`src/rtl/uart_cmd_pkg.sv`:
```
// Shared constants for the UART command path: opcodes, parser states, operand register addresses.
// Latency: none (declarations only).
// Backpressure: none (declarations only).
package uart_cmd_pkg;

  localparam logic [7:0] OP_WR      = 8'hAA;
  localparam logic [7:0] OP_RD      = 8'hBB;
  localparam logic [7:0] OP_ALU     = 8'hCC;
  localparam logic [7:0] OP_ALU_NOP = 8'hDD;

  // Register-file slots that hold the ALU operands
  localparam int unsigned REG_OPA = 0;
  localparam int unsigned REG_OPB = 1;

  typedef enum logic [3:0] {
    ST_IDLE,
    ST_WR_ADDR,
    ST_WR_DATA,
    ST_RD_ADDR,
    ST_RD_ISSUE,
    ST_ALU_OPA,
    ST_ALU_OPB,
    ST_ALU_FUN,
    ST_ALU_ISSUE
  } parser_state_e;

  function automatic logic is_opcode(input logic [7:0] b);
    return (b == OP_WR) || (b == OP_RD) || (b == OP_ALU) || (b == OP_ALU_NOP);
  endfunction

endpackage

```
`src/rtl/cmd_timeout_cnt.sv`:
```
// Saturating inter-byte timeout counter with clear, run and expire.
// Latency: expire reflects the registered count; clear/run take effect on the next edge.
// Backpressure: none; run simply pauses counting when low.
module cmd_timeout_cnt #(
  parameter int TMO_W   = 16,
  parameter int TIMEOUT = 20000
) (
  input  logic clk,
  input  logic rst,
  input  logic clr,
  input  logic run,
  output logic expire
);

  // Terminal count; with the timeout disabled the counter just parks at all-ones
  localparam logic [TMO_W-1:0] LIMIT = (TIMEOUT == 0) ? {TMO_W{1'b1}} : TMO_W'(TIMEOUT - 1);

  logic [TMO_W-1:0] cnt_q, cnt_d;

  // Clear wins over counting; stop at the terminal count instead of wrapping
  always_comb begin
    cnt_d = cnt_q;
    if (clr) begin
      cnt_d = '0;
    end else if (run && (cnt_q != LIMIT)) begin
      cnt_d = cnt_q + 1'b1;
    end
  end

  // Count register
  always_ff @(posedge clk or posedge rst) begin
    if (rst) begin
      cnt_q <= '0;
    end else begin
      cnt_q <= cnt_d;
    end
  end

  assign expire = (TIMEOUT != 0) && (cnt_q == LIMIT);

endmodule

```
`src/rtl/uart_rx_cmd_parser.sv`:
```
// Assembles UART bytes into write/read/ALU command frames and issues one-cycle strobes.
// Latency: every output is registered, one cycle after the causing byte or CMD_BUSY-low cycle.
// Backpressure: read/ALU issue waits while CMD_BUSY is high; no backpressure towards the receiver.
module uart_rx_cmd_parser
  import uart_cmd_pkg::*;
#(
  parameter int ADDR_W  = 4,
  parameter int TMO_W   = 16,
  parameter int TIMEOUT = 20000
) (
  input  logic              CLK,
  input  logic              RST,
  input  logic [7:0]        RX_P_DATA,
  input  logic              RX_D_VLD,
  input  logic              RX_PAR_ERR,
  input  logic              RX_STP_ERR,
  input  logic              CMD_BUSY,
  output logic              WR_EN,
  output logic              RD_EN,
  output logic [ADDR_W-1:0] ADDR,
  output logic [7:0]        WR_DATA,
  output logic              ALU_EN,
  output logic [3:0]        ALU_FUN,
  output logic              CMD_ERR
);

  parser_state_e     state_q, state_d;
  logic              wr_en_q, wr_en_d;
  logic              rd_en_q, rd_en_d;
  logic              alu_en_q, alu_en_d;
  logic              cmd_err_q, cmd_err_d;
  logic [ADDR_W-1:0] addr_q, addr_d;
  logic [ADDR_W-1:0] addr_lat_q, addr_lat_d;
  logic [7:0]        wr_data_q, wr_data_d;
  logic [3:0]        alu_fun_q, alu_fun_d;

  logic byte_err, byte_acc, tmo_run, tmo_expire, tmo_abort, tmo_clr;

  assign byte_err  = RX_D_VLD && (RX_PAR_ERR || RX_STP_ERR);
  assign byte_acc  = RX_D_VLD && !RX_PAR_ERR && !RX_STP_ERR;
  // Only the byte-collecting states are subject to the inter-byte timeout
  assign tmo_run   = state_q inside {ST_WR_ADDR, ST_WR_DATA, ST_RD_ADDR,
                                     ST_ALU_OPA, ST_ALU_OPB, ST_ALU_FUN};
  // A byte arriving on the expiry cycle takes precedence over the timeout
  assign tmo_abort = tmo_run && tmo_expire && !RX_D_VLD;
  assign tmo_clr   = (state_d != state_q) || byte_acc;

  cmd_timeout_cnt #(
    .TMO_W   (TMO_W),
    .TIMEOUT (TIMEOUT)
  ) u_tmo (
    .clk    (CLK),
    .rst    (RST),
    .clr    (tmo_clr),
    .run    (tmo_run),
    .expire (tmo_expire)
  );

  // FSM state register
  always_ff @(posedge CLK or posedge RST) begin
    if (RST) begin
      state_q <= ST_IDLE;
    end else begin
      state_q <= state_d;
    end
  end

  // Next-state: bad bytes and timeouts abort from anywhere, otherwise walk the frame
  always_comb begin
    state_d = state_q;
    if (byte_err || tmo_abort) begin
      state_d = ST_IDLE;
    end else begin
      case (state_q)
        ST_IDLE: begin
          if (byte_acc) begin
            case (RX_P_DATA)
              OP_WR:      state_d = ST_WR_ADDR;
              OP_RD:      state_d = ST_RD_ADDR;
              OP_ALU:     state_d = ST_ALU_OPA;
              OP_ALU_NOP: state_d = ST_ALU_FUN;
              default:    state_d = ST_IDLE;
            endcase
          end
        end
        ST_WR_ADDR:   if (byte_acc) state_d = ST_WR_DATA;
        ST_WR_DATA:   if (byte_acc) state_d = ST_IDLE;
        ST_RD_ADDR:   if (byte_acc) state_d = ST_RD_ISSUE;
        ST_ALU_OPA:   if (byte_acc) state_d = ST_ALU_OPB;
        ST_ALU_OPB:   if (byte_acc) state_d = ST_ALU_FUN;
        ST_ALU_FUN:   if (byte_acc) state_d = ST_ALU_ISSUE;
        ST_RD_ISSUE,
        ST_ALU_ISSUE: if (RX_D_VLD || !CMD_BUSY) state_d = ST_IDLE;
        default:      state_d = ST_IDLE;
      endcase
    end
  end

  // Output decode: strobes default low, data outputs hold between strobes
  always_comb begin
    wr_en_d    = 1'b0;
    rd_en_d    = 1'b0;
    alu_en_d   = 1'b0;
    cmd_err_d  = 1'b0;
    addr_d     = addr_q;
    addr_lat_d = addr_lat_q;
    wr_data_d  = wr_data_q;
    alu_fun_d  = alu_fun_q;
    if (byte_err || tmo_abort) begin
      cmd_err_d = 1'b1;
    end else begin
      case (state_q)
        ST_IDLE: begin
          if (byte_acc && !is_opcode(RX_P_DATA)) cmd_err_d = 1'b1;
        end
        ST_WR_ADDR, ST_RD_ADDR: begin
          if (byte_acc) addr_lat_d = RX_P_DATA[ADDR_W-1:0];
        end
        ST_WR_DATA: begin
          if (byte_acc) begin
            wr_en_d   = 1'b1;
            addr_d    = addr_lat_q;
            wr_data_d = RX_P_DATA;
          end
        end
        ST_ALU_OPA, ST_ALU_OPB: begin
          if (byte_acc) begin
            wr_en_d   = 1'b1;
            addr_d    = (state_q == ST_ALU_OPA) ? ADDR_W'(REG_OPA) : ADDR_W'(REG_OPB);
            wr_data_d = RX_P_DATA;
          end
        end
        ST_ALU_FUN: begin
          if (byte_acc) alu_fun_d = RX_P_DATA[3:0];
        end
        ST_RD_ISSUE: begin
          if (RX_D_VLD) begin
            cmd_err_d = 1'b1;
          end else if (!CMD_BUSY) begin
            rd_en_d = 1'b1;
            addr_d  = addr_lat_q;
          end
        end
        ST_ALU_ISSUE: begin
          if (RX_D_VLD) begin
            cmd_err_d = 1'b1;
          end else if (!CMD_BUSY) begin
            alu_en_d = 1'b1;
          end
        end
        default: ;
      endcase
    end
  end

  // Output and address-latch registers
  always_ff @(posedge CLK or posedge RST) begin
    if (RST) begin
      wr_en_q    <= 1'b0;
      rd_en_q    <= 1'b0;
      alu_en_q   <= 1'b0;
      cmd_err_q  <= 1'b0;
      addr_q     <= '0;
      addr_lat_q <= '0;
      wr_data_q  <= '0;
      alu_fun_q  <= '0;
    end else begin
      wr_en_q    <= wr_en_d;
      rd_en_q    <= rd_en_d;
      alu_en_q   <= alu_en_d;
      cmd_err_q  <= cmd_err_d;
      addr_q     <= addr_d;
      addr_lat_q <= addr_lat_d;
      wr_data_q  <= wr_data_d;
      alu_fun_q  <= alu_fun_d;
    end
  end

  assign WR_EN   = wr_en_q;
  assign RD_EN   = rd_en_q;
  assign ALU_EN  = alu_en_q;
  assign CMD_ERR = cmd_err_q;
  assign ADDR    = addr_q;
  assign WR_DATA = wr_data_q;
  assign ALU_FUN = alu_fun_q;

endmodule

```
`config.mk`:
```
export PLATFORM = sky130hd
export DESIGN_NAME = uart_rx_cmd_parser
export DESIGN_NICKNAME = d
export VERILOG_FILES = /design/src/rtl/uart_cmd_pkg.sv /design/src/rtl/cmd_timeout_cnt.sv /design/src/rtl/uart_rx_cmd_parser.sv
export SDC_FILE = /design/constraint.sdc
export NUM_CORES = 1
export LEC_CHECK = 0
export ABC_AREA = 1
export BUFFER_PORTS_ARGS = -buffer_cell sky130_fd_sc_hd__buf_2
export CORE_MARGIN = 5
export CORE_UTILIZATION = 55
export CTS_CLUSTER_DIAMETER = 120
export DETAILED_ROUTE_END_ITERATION = 10
export PLACE_DENSITY = 0.85
export SYNTH_ARGS = -nofsm -noshare
export SYNTH_HDL_FRONTEND = slang
export SYNTH_HIERARCHICAL = 1
export SYNTH_SLANG_ARGS = --single-unit
```
`constraint.sdc`:
```
create_clock -name CLK -period 6.7 [get_ports CLK]
set_clock_uncertainty 0.15 [all_clocks]
set_input_delay 0 -clock CLK [delete_from_list [all_inputs] [get_ports CLK]]
set_output_delay 0 -clock CLK [all_outputs]
set_load 0.1 [all_outputs]
```
## Word level (Yosys, flattened, before mapping)

Index checks and enable logic that the tools add are counted.

| word-level totals | value |
|---|---|
| flip-flop bits (word level) | 44 |
| latch bits | 0 |
| memory bits (writable) | 0 |
| bits in read-only memories | 0 |
| input bits | 14 |
| output and inout bits | 20 |
| word-level logic and storage cells | 94 |
| memories kept | 0 |

| cells by class | value |
|---|---|
| add/sub/neg operators | 1 |
| multiply operators | 0 |
| divide/modulo/power cells | 0 |
| $lt $le $gt $ge | 0 |
| eq/ne operators | 19 |
| shift operators | 0 |
| muxes and demuxes | 32 |
| bitwise logic cells | 1 |
| reductions and logical operators | 31 |

Operators with widths:

| operator | count |
|---|---|
| 4-bit two-way mux | 13 |
| 8-bit equality test (second input constant) | 4 |
| 16-bit two-way mux | 2 |
| 4-bit case mux with 8 select lines | 1 |
| 16-bit by 1-bit adder with 16-bit output (second input constant) | 1 |
| 16-bit by 15-bit equality test with 1-bit output (second input constant) | 1 |
| 4-bit by 3-bit equality test with 1-bit output (second input constant) | 4 |
| 16-bit by 15-bit != test with 1-bit output (second input constant) | 1 |
| 1-bit two-way mux | 13 |
| 3-bit case mux with 4 select lines | 1 |
| 4-bit case mux with 3 select lines | 1 |
| 3-bit AND reduction | 3 |
| 4-bit by 2-bit equality test with 1-bit output (second input constant) | 2 |
| 2-bit != test (second input constant) | 4 |
| 1-bit logical AND | 7 |
| 1-bit logical OR | 7 |
| 6-bit AND reduction | 1 |
| 6-bit nonzero test | 1 |
| 2-bit OR reduction | 3 |
| 1-bit zero test | 5 |
| 4-bit by 1-bit equality test with 1-bit output (second input constant) | 1 |
| 4-bit equality test (second input constant) | 1 |
| 4-bit zero test | 1 |
| 4-bit != test | 1 |
| other kinds (5) | 5 |

## Logic depth before layout (Yosys ltp)

Gate-level depths: netlist of the first run.

| depth | value |
|---|---|
| depth in word-level cells | 9 |
| depth in mapped cells | 19 |

## Cells and area by module

The synthesis of the first run kept the hierarchy.

By module, submodules not included:

| module | instances | cells each | area each (µm²) |
|---|---|---|---|
| uart_rx_cmd_parser | 1 | 192 | 1480.2 |
| cmd_timeout_cnt | 1 | 169 | 1126.1 |

## Worst setup path after synthesis of the first run

OpenSTA, ideal clock, no wires.

| timing path | value |
|---|---|
| kind | flip-flop to flip-flop |
| from | register u_tmo.cnt_q[0] |
| to | register u_tmo.cnt_q[8] |
| setup time | 65 ps |
| data arrival time | 2052 ps |
| required time | 6485 ps |
| path slack | 4432 ps |
| cell stages (with the launch flop) | 17 |
| period minus slack after synthesis | 2268 ps |
| path through | dfrtp_1 -> ha_1 -> nand2_1 -> inv_2 -> nand2_4 -> nor3_1 -> a21o_1 -> nand2_2 -> nand2_1 -> nor2_1 -> nand2_1 -> nand2_1 -> nand4_1 -> inv_1 -> buf_2 -> nand4_1 -> nand2_1 |

| on the way | value |
|---|---|
| longest elaborated chain between the ends | 8 |
| elaborated cells on any way between the ends | 13 |

RTL lines:

| element | line | RTL |
|---|---|---|
| start, declared | cmd_timeout_cnt.sv:18 | `logic [TMO_W-1:0] cnt_q, cnt_d;` |
| start signal, assigned | cmd_timeout_cnt.sv:35 | `cnt_q <= cnt_d;` |
| 16-bit by 15-bit equality test with 1-bit output (*) | cmd_timeout_cnt.sv:39 | `assign expire = (TIMEOUT != 0) && (cnt_q == LIMIT);` |
| via tmo_expire | uart_rx_cmd_parser.sv:37 | `logic byte_err, byte_acc, tmo_run, tmo_expire, tmo_abort, tmo_clr;` |
| 1-bit logical AND (*) (2 in series) | uart_rx_cmd_parser.sv:45 | `assign tmo_abort = tmo_run && tmo_expire && !RX_D_VLD;` |
| 1-bit logical OR (*) | uart_rx_cmd_parser.sv:71 | `if (byte_err \|\| tmo_abort) begin` |
| 4-bit two-way mux (*) | uart_rx_cmd_parser.sv:71 |  |
| 4-bit != test (*) | uart_rx_cmd_parser.sv:46 | `assign tmo_clr = (state_d != state_q) \|\| byte_acc;` |
| 1-bit logical OR (*) | uart_rx_cmd_parser.sv:46 |  |
| via tmo_clr | uart_rx_cmd_parser.sv:37 |  |
| 16-bit two-way mux or 2-bit nonzero test (tied branches) | - |  |

Mark *: on every way through the listed nets, which the timed path passes. The rest lies on a longest branch. The select of a mux whose other input is x is not followed.
A chain may end at the register's enable or synchronous reset.

## Worst setup path in the final report of the first run

| timing path | value |
|---|---|
| from | register u_tmo.cnt_q[1] |
| to | register u_tmo.cnt_q[11] |

Same word-level chain as after synthesis.

==> impl_metrics.yaml, run 1 <==
synthesis:
  syn_avg_cell_area_sq_um: 7.22
  syn_area_sq_um: 2610
  synth_fp_nets: 376
  synth_ff_type: "dfrtp_1"
  synth_cell_type_count: 32
  yosysWarningCount: 6
  async_flop_share: 1.00
  ys_ff_latch: 44
  ys_seq_area_frac: 0.422
  synth_edf_count: 0
  syn_inst: 361
setup_path:
  regToRegEndpoint: "u_tmo/cnt_q[11]"
  crit_path_start: "u_tmo/cnt_q[1]"
  worstSetupEndpointType: "register"
  crit_end: "u_tmo/cnt_q[11]"
  critPathRequiredTime_ns: 6.78
  rrSetupSlack_ns: 3.94
  cp-start-kind: "register"
  reg2reg_depth: 16
  crit_fanout: 15
  worst-endpoint-arrival_ns: 2.84
  critical_path_class: "reg -> reg"
  reg2reg_from: "u_tmo/cnt_q[1]"
timing:
  period_share: 0.412
  fmax_mhz: 362
  tns_ns: 0
  drv_slew: 0
  slew_headroom: 0.286
  setup_viol: 0
  worstMarginPinSlew_ns: 1.07
  period_needed_ns: 2.76
  rsz0062_at_grt: "no"
  final_hold_viol_count: 0
final_layout:
  layout-drive-gt1-share: 0.170
  fin_cells: 461
  area_growth_pct: 14.2
  final_common_cell: "nand2_1"
  nNetsFinal: 422
  antenna_cells: 0
  mostFrequentLayoutCells: "nand2_1, dfrtp_1, nor2_1, inv_1, buf_2"
pwr:
  cellPowerDensity_nw_per_um2: 292
  vdd_drop_max_v: 0.000411
  p_leak_nw: 1.59
drt:
  drtIter0Drc: 177
  routed_via_density: 5.38
  drc: 0
  num_vias: 2482
  antenna_left: 0
  detail_route.first_pass.iterations: 4
  detail_route.wl_per_cell_um: 12.9
  wirelength_um: 5930
run_status:
  status: "finished clean"
grt:
  grt_max_degree: 29
  grt_usage: 0.204
  grt_antenna_before_repair: 0
  grt_pass1_vias: 2330
  overflow: 0
  grt_pass1_wl_um: 10300
floorplanning:
  die_area_sq_um: 6210
  die_x_um: 78.8
  core_area_sq_um: 4660
  start_util: 0.559
  core.rowCount: 25
  pin_count: 34
  dieHeight_um: 78.8
placed_design:
  port_buffers: 33
  place_congestion: 0.922
  place_hpwl_um: 4350
  dp.cells: 443
job:
  drv_cap: 0
clock_network:
  post_cts_resized: 0
  cts_tree: "built"
  clkLatencyLatePin_ns: 0.29
  cts.root.buffer_cell: "clkbuf_8"
  htree_levels: 2
  clockBufferDepth: 2
  path_clk_slew_ns: 0.08
  cts_buffers: 5
  cts_num_sinks: 44
  post_cts_buffers: 0
hold_path:
  worstHoldPathType: "in -> async"
-- power by group --
part           internal [mW]  leakage, nW  switching, mW
Combinational         0.0639        0.957          0.317
Clock                 0.0707       0.0400         0.0885
Sequential             0.304        0.595         0.0242
Total                  0.439         1.59          0.430
-- stage by stage --
stage	power, mW	worst slack [ns]	area, sq um	hold slack (ns)	util
after floorplan	0.656	4.43	2610	-0.236	-
after global placement	0.705	4.03	2780	-0.0388	0.597
after detailed placement	0.710	3.99	2780	-0.0278	0.597
after CTS	0.875	3.96	2980	0.173	0.638
after global routing	0.908	3.64	2980	0.257	0.638
final	0.869	3.94	2980	0.179	0.638
-- synth_stat cells, drive strengths merged (2+ instances only) --
cell   count  area (sq um)
a21oi      9          48.8
dfrtp     44          1100
nor3       4          20.0
buf        5          55.1
nand3     23           125
o21ai     28           178
nand4     16           100
nand2    133           542
inv       44           168
a21o       2          15.0
nor2      46           201
-- cell families after synthesis --
| kind of cell | Yosys count | synth area share |
|---|---|---|
| simple gates | 224 | 0.384 |
| buf+inv | 50 | 0.0869 |
| flops | 44 | 0.422 |
| compound gates | 41 | 0.0984 |
| xor+xnor | 1 | 0.00336 |
| fa+ha+maj | 1 | 0.00480 |
-- area by class of cell --
class                   instances  area [sq um]
clock inverters                 2          12.5
multi-input cells             267          1280
well taps                      54          67.6
flip-flops and latches         44          1100
repair buffers                 44           275
fillers                       392          1690
clock buffers                   5          68.8
inverters                      45           171
-- layer usage --
metal  up-vias  global-route usage  share of wire
li1       1242                   -              -
met1      1149               0.262           0.45
met2        76               0.340           0.48
met3        15              0.0351          0.052
met4         0              0.0859          0.025
met5         -                   0              0
-- sequential cells by signal, indices dropped and copies added, names as in the netlist, 4 cells and up --
signal and count:
ADDR 4, ALU_FUN 4, WR_DATA 8, addr_lat_q 4
state_q 4, u_tmo/cnt_q 16
-- critical path: stages (launching register included) --
cell	delay, ns
dfrtp_1	0.41
ha_1	0.28
nand2_1	0.11
inv_2	0.09
nand2_4	0.06
nor3_1	0.17
a21o_1	0.15
nand2_2	0.08
nand2_1	0.10
nand2_1	0.05
nand2_1	0.07
nand4_1	0.12
inv_1	0.41
nand2_4	0.12
inv_4	0.17
nand2_1	0.08
nand2_1	0.08
-- worst min path at each step --
stage / slack [ns] / start / cells after the start / endpoint
floorplan: -0.24 / RST / 1 / u_tmo/cnt_q[0]
global placement: -0.04 / RST / 2 / u_tmo/cnt_q[10]
detailed placement: -0.03 / RST / 2 / u_tmo/cnt_q[10]
CTS: 0.17 / RX_STP_ERR / 6 / state_q[2]
global route: 0.26 / RST / 3 / u_tmo/cnt_q[10]
finish: 0.18 / RST / 3 / u_tmo/cnt_q[14]
-- repair_timing --
| item | CTS | global route |
|---|---|---|
| hold buffers | 11 | 0 |
| endpoints found under the setup margin | 0 | 0 |
| hold endpoints to repair | 64 | 0 |
No activity file was read; power rests on OpenSTA's default activity.
==> run 2, diff against run 1 <==
--- a/config.mk
+++ b/config.mk
@@ -5,13 +5,13 @@
 export SDC_FILE = /design/constraint.sdc
 export NUM_CORES = 1
 export LEC_CHECK = 0
-export ABC_AREA = 1
+export ABC_AREA = 0
 export BUFFER_PORTS_ARGS = -buffer_cell sky130_fd_sc_hd__buf_2
 export CORE_MARGIN = 5
-export CORE_UTILIZATION = 55
+export CORE_UTILIZATION = 51
 export CTS_CLUSTER_DIAMETER = 120
 export DETAILED_ROUTE_END_ITERATION = 10
-export PLACE_DENSITY = 0.85
+export PLACE_DENSITY = 0.84
 export SYNTH_ARGS = -nofsm -noshare
 export SYNTH_HDL_FRONTEND = slang
 export SYNTH_HIERARCHICAL = 1
==> constraint.sdc (replaced) <==
create_clock -name CLK -period 2.5 [get_ports CLK]
set_clock_uncertainty 0.15 [all_clocks]
set_input_delay 0 -clock CLK [delete_from_list [all_inputs] [get_ports CLK]]
set_output_delay 0 -clock CLK [all_outputs]
set_load 0.1 [all_outputs]
==> impl_metrics.yaml, run 2 <==
run_status:
  status: "finished clean"
synthesis:
  synth_compound_area_frac: 0.130
  synthMuxAreaShare: 0.106
  yosys.area.top_type: "dfrtp_1"
  synth_edf_count: 0
  ys_seq_area_frac: 0.483
  yosys.cell_count.top_type: "dfrtp_1"
  synth-xor-area-share: 0.0308
  synthAdderAreaFrac: 0.00549
  synth_top_family_by_area: "simple AND/OR/NAND/NOR gates"
  synth_fp_nets: 233
  syn_avg_cell_area_sq_um: 10.5
  synth_cell_type_count: 51
  synthSimpleGateAreaFrac: 0.204
  syn_inst: 218
  ys_ff_latch: 44
  synthTopCellsByCount: "dfrtp_1, nor2_1, mux2_2, nand2_1, inv_1"
  yosysWarningCount: 6
  syn_area_sq_um: 2280
  netlist.area_leader.share: 0.483
  synth_ff_type: "dfrtp_1"
  async_flop_share: 1.00
  synthTopCellsByArea: "dfrtp_1, mux2_2, nor2_1, nand2_1, xnor2_1"
clock_network:
  cts_tree: "built"
  clkLatencyLatePin_ns: 0.30
  cts_buffers: 5
  cts_num_sinks: 44
  cts.root.buffer_cell: "clkbuf_8"
  path_clk_slew_ns: 0.09
  clockBufferDepth: 2
  htree_levels: 2
grt:
  grt_pass1_wl_um: 8720
  grt_usage: 0.179
  grt_max_degree: 28
  overflow: 0
  grt_antenna_before_repair: 0
  grt_pass1_vias: 1924
pwr:
  seqPwrFrac: 0.437
  cellPowerDensity_nw_per_um2: 579
  p_int_mw: 1.28
  p_leak_nw: 1.32
  vdd_drop_max_v: 0.000392
  power.switching_mw: 0.401
  swShare: 0.239
  p_clk_frac: 0.448
  power_frac_comb: 0.115
floorplanning:
  start_util: 0.523
  core.rowCount: 24
  dieHeight_um: 76.8
  core_area_sq_um: 4350
  die_x_um: 76.8
  pin_count: 34
  die_area_sq_um: 5900
final_layout:
  mostFrequentLayoutCells: "dfrtp_1, buf_2, nor2_1, nand2_1, mux2_2"
  nNetsFinal: 293
  design_area_sq_um: 2900
  antenna_cells: 0
  final_common_cell: "dfrtp_1"
  fin_cells: 331
  top_register: "u_tmo/cnt_q"
  fin_util: 0.665
  area_growth_pct: 27.1
  largest_reg_flops: 16
  layout-drive-gt1-share: 0.301
drt:
  drtIter0Drc: 101
  detail_route.wl_per_cell_um: 15.2
  antenna_left: 0
  drc: 0
  num_vias: 1918
  routed_via_density: 5.79
  wirelength_um: 5030
  detail_route.first_pass.iterations: 4
setup_path:
  crit_path_start: "u_tmo/cnt_q[8]"
  cp-start-kind: "register"
  critical_path_class: "reg -> reg"
  crit_fanout: 4
  cp_top_family: "simple AND/OR/NAND/NOR gates"
  crit_cells: 8
  path_buf_inv: 1
  critPathRequiredTime_ns: 2.55
  cp_cell_sequence: "or4b_4 -> nor4_4 -> o21ai_1 -> nor3b_1 -> o211ai_1 -> buf_4 -> nor2_1 -> mux2_2"
  worstSetupEndpointType: "register"
  reg2reg_depth: 8
  worst-endpoint-arrival_ns: 2.46
  slowest_stage: "or4b_4"
  cp_slowest_stage_delay_ns: 0.58
  rrSetupSlack_ns: 0.09
  crit_end: "u_tmo/cnt_q[14]"
  regToRegEndpoint: "u_tmo/cnt_q[14]"
  reg2reg_from: "u_tmo/cnt_q[8]"
timing:
  slew_headroom: 0.579
  period_needed_ns: 2.41
  drv_slew: 0
  worstMarginPinSlew_ns: 0.631
  final_hold_viol_count: 0
  period_share: 0.965
  setup_viol: 0
  fmax_mhz: 415
  holdWs_ns: 0.0228
hold_path:
  holdCritStartpoint: "RX_PAR_ERR"
  worstHoldPathType: "in -> reg"
placed_design:
  dp.cells: 306
  place_congestion: 0.890
  place_hpwl_um: 3540
  port_buffers: 33
  dpl_cell_area_sq_um: 2560
job:
  drv_cap: 0
-- run 2: power by group through the flow --
stage | registers [mW] | logic (mW) | clock network, mW
after CTS | 0.733 | 0.194 | 0.764
final | 0.733 | 0.193 | 0.751
after detailed placement | 0.747 | 0.175 | 0
after global routing | 0.736 | 0.206 | 0.800
after global placement | 0.747 | 0.173 | 0
after floorplan | 0.830 | 0.0501 | 0
-- run 2: timing repair --
item / in CTS / in global routing
gates resized for setup: 0 / 2
hold buffers: 15 / 0
pin swaps: 1 / 0
endpoints found under the setup margin: 10 / 10
buffers inserted: 1 / 1
endpoints found under the hold margin: 66 / 0
-- run 2: logic make-up (layout without fill, tap and decap cells) --
logic type | Yosys count | count (layout)
buffers and inverters | 21 | 82
XOR/XNOR | 8 | 8
flip-flops | 44 | 44
adder cells (fa/ha/maj) | 1 | 1
AND/OR/NAND/NOR | 85 | 85
AO/OA/AOI/OAI | 37 | 37
multiplexers | 22 | 22
-- run 2: how the worst min path moves through the flow --
stage                     slack (ns)             end  cells after the start
after floorplan                -0.24  u_tmo/cnt_q[0]                      1
after global routing            0.02      state_q[1]                      4
after detailed placement       -0.29           WR_EN                      2
after CTS                       0.02      state_q[1]                      4
final                           0.02      state_q[1]                      4
after global placement         -0.30           WR_EN                      2
-- run 2: tightest hold or removal path: stages --
cell and delay, ns:
buf_2 0.10, nor3b_1 0.09, nand3_1 0.13, o32ai_1 0.12
-- run 2: layout make-up --
| cell class | instances | area (sq um) |
|---|---|---|
| tap | 52 | 65.1 |
| clock buffer | 5 | 68.8 |
| fill | 309 | 1460 |
| sequential | 44 | 1100 |
| inverter | 10 | 37.5 |
| timing repair buffer | 64 | 435 |
| multi-input combinational | 153 | 1100 |
| clock inverter | 3 | 90.1 |
-- run 2: per-layer routing --
metal / global-route usage / vias to the layer above / share of wire
met4: 0.0682 / 0 / 0.017
met3: 0.0597 / 13 / 0.077
met2: 0.287 / 74 / 0.49
met5: 0 / - / 0
li1: - / 911 / -
met1: 0.223 / 920 / 0.42
-- run 2: per-stage QoR --
stage / setup slack (ns) / power (mW) / TNS [ns]
floorplan: 0.0350 / 0.880 / 0
global placement: 0.0955 / 0.919 / 0
detailed placement: -0.0579 / 0.922 / -0.0700
CTS: 0.0208 / 1.69 / 0
global route: -0.0155 / 1.74 / -0.0155
finish: 0.0877 / 1.68 / 0
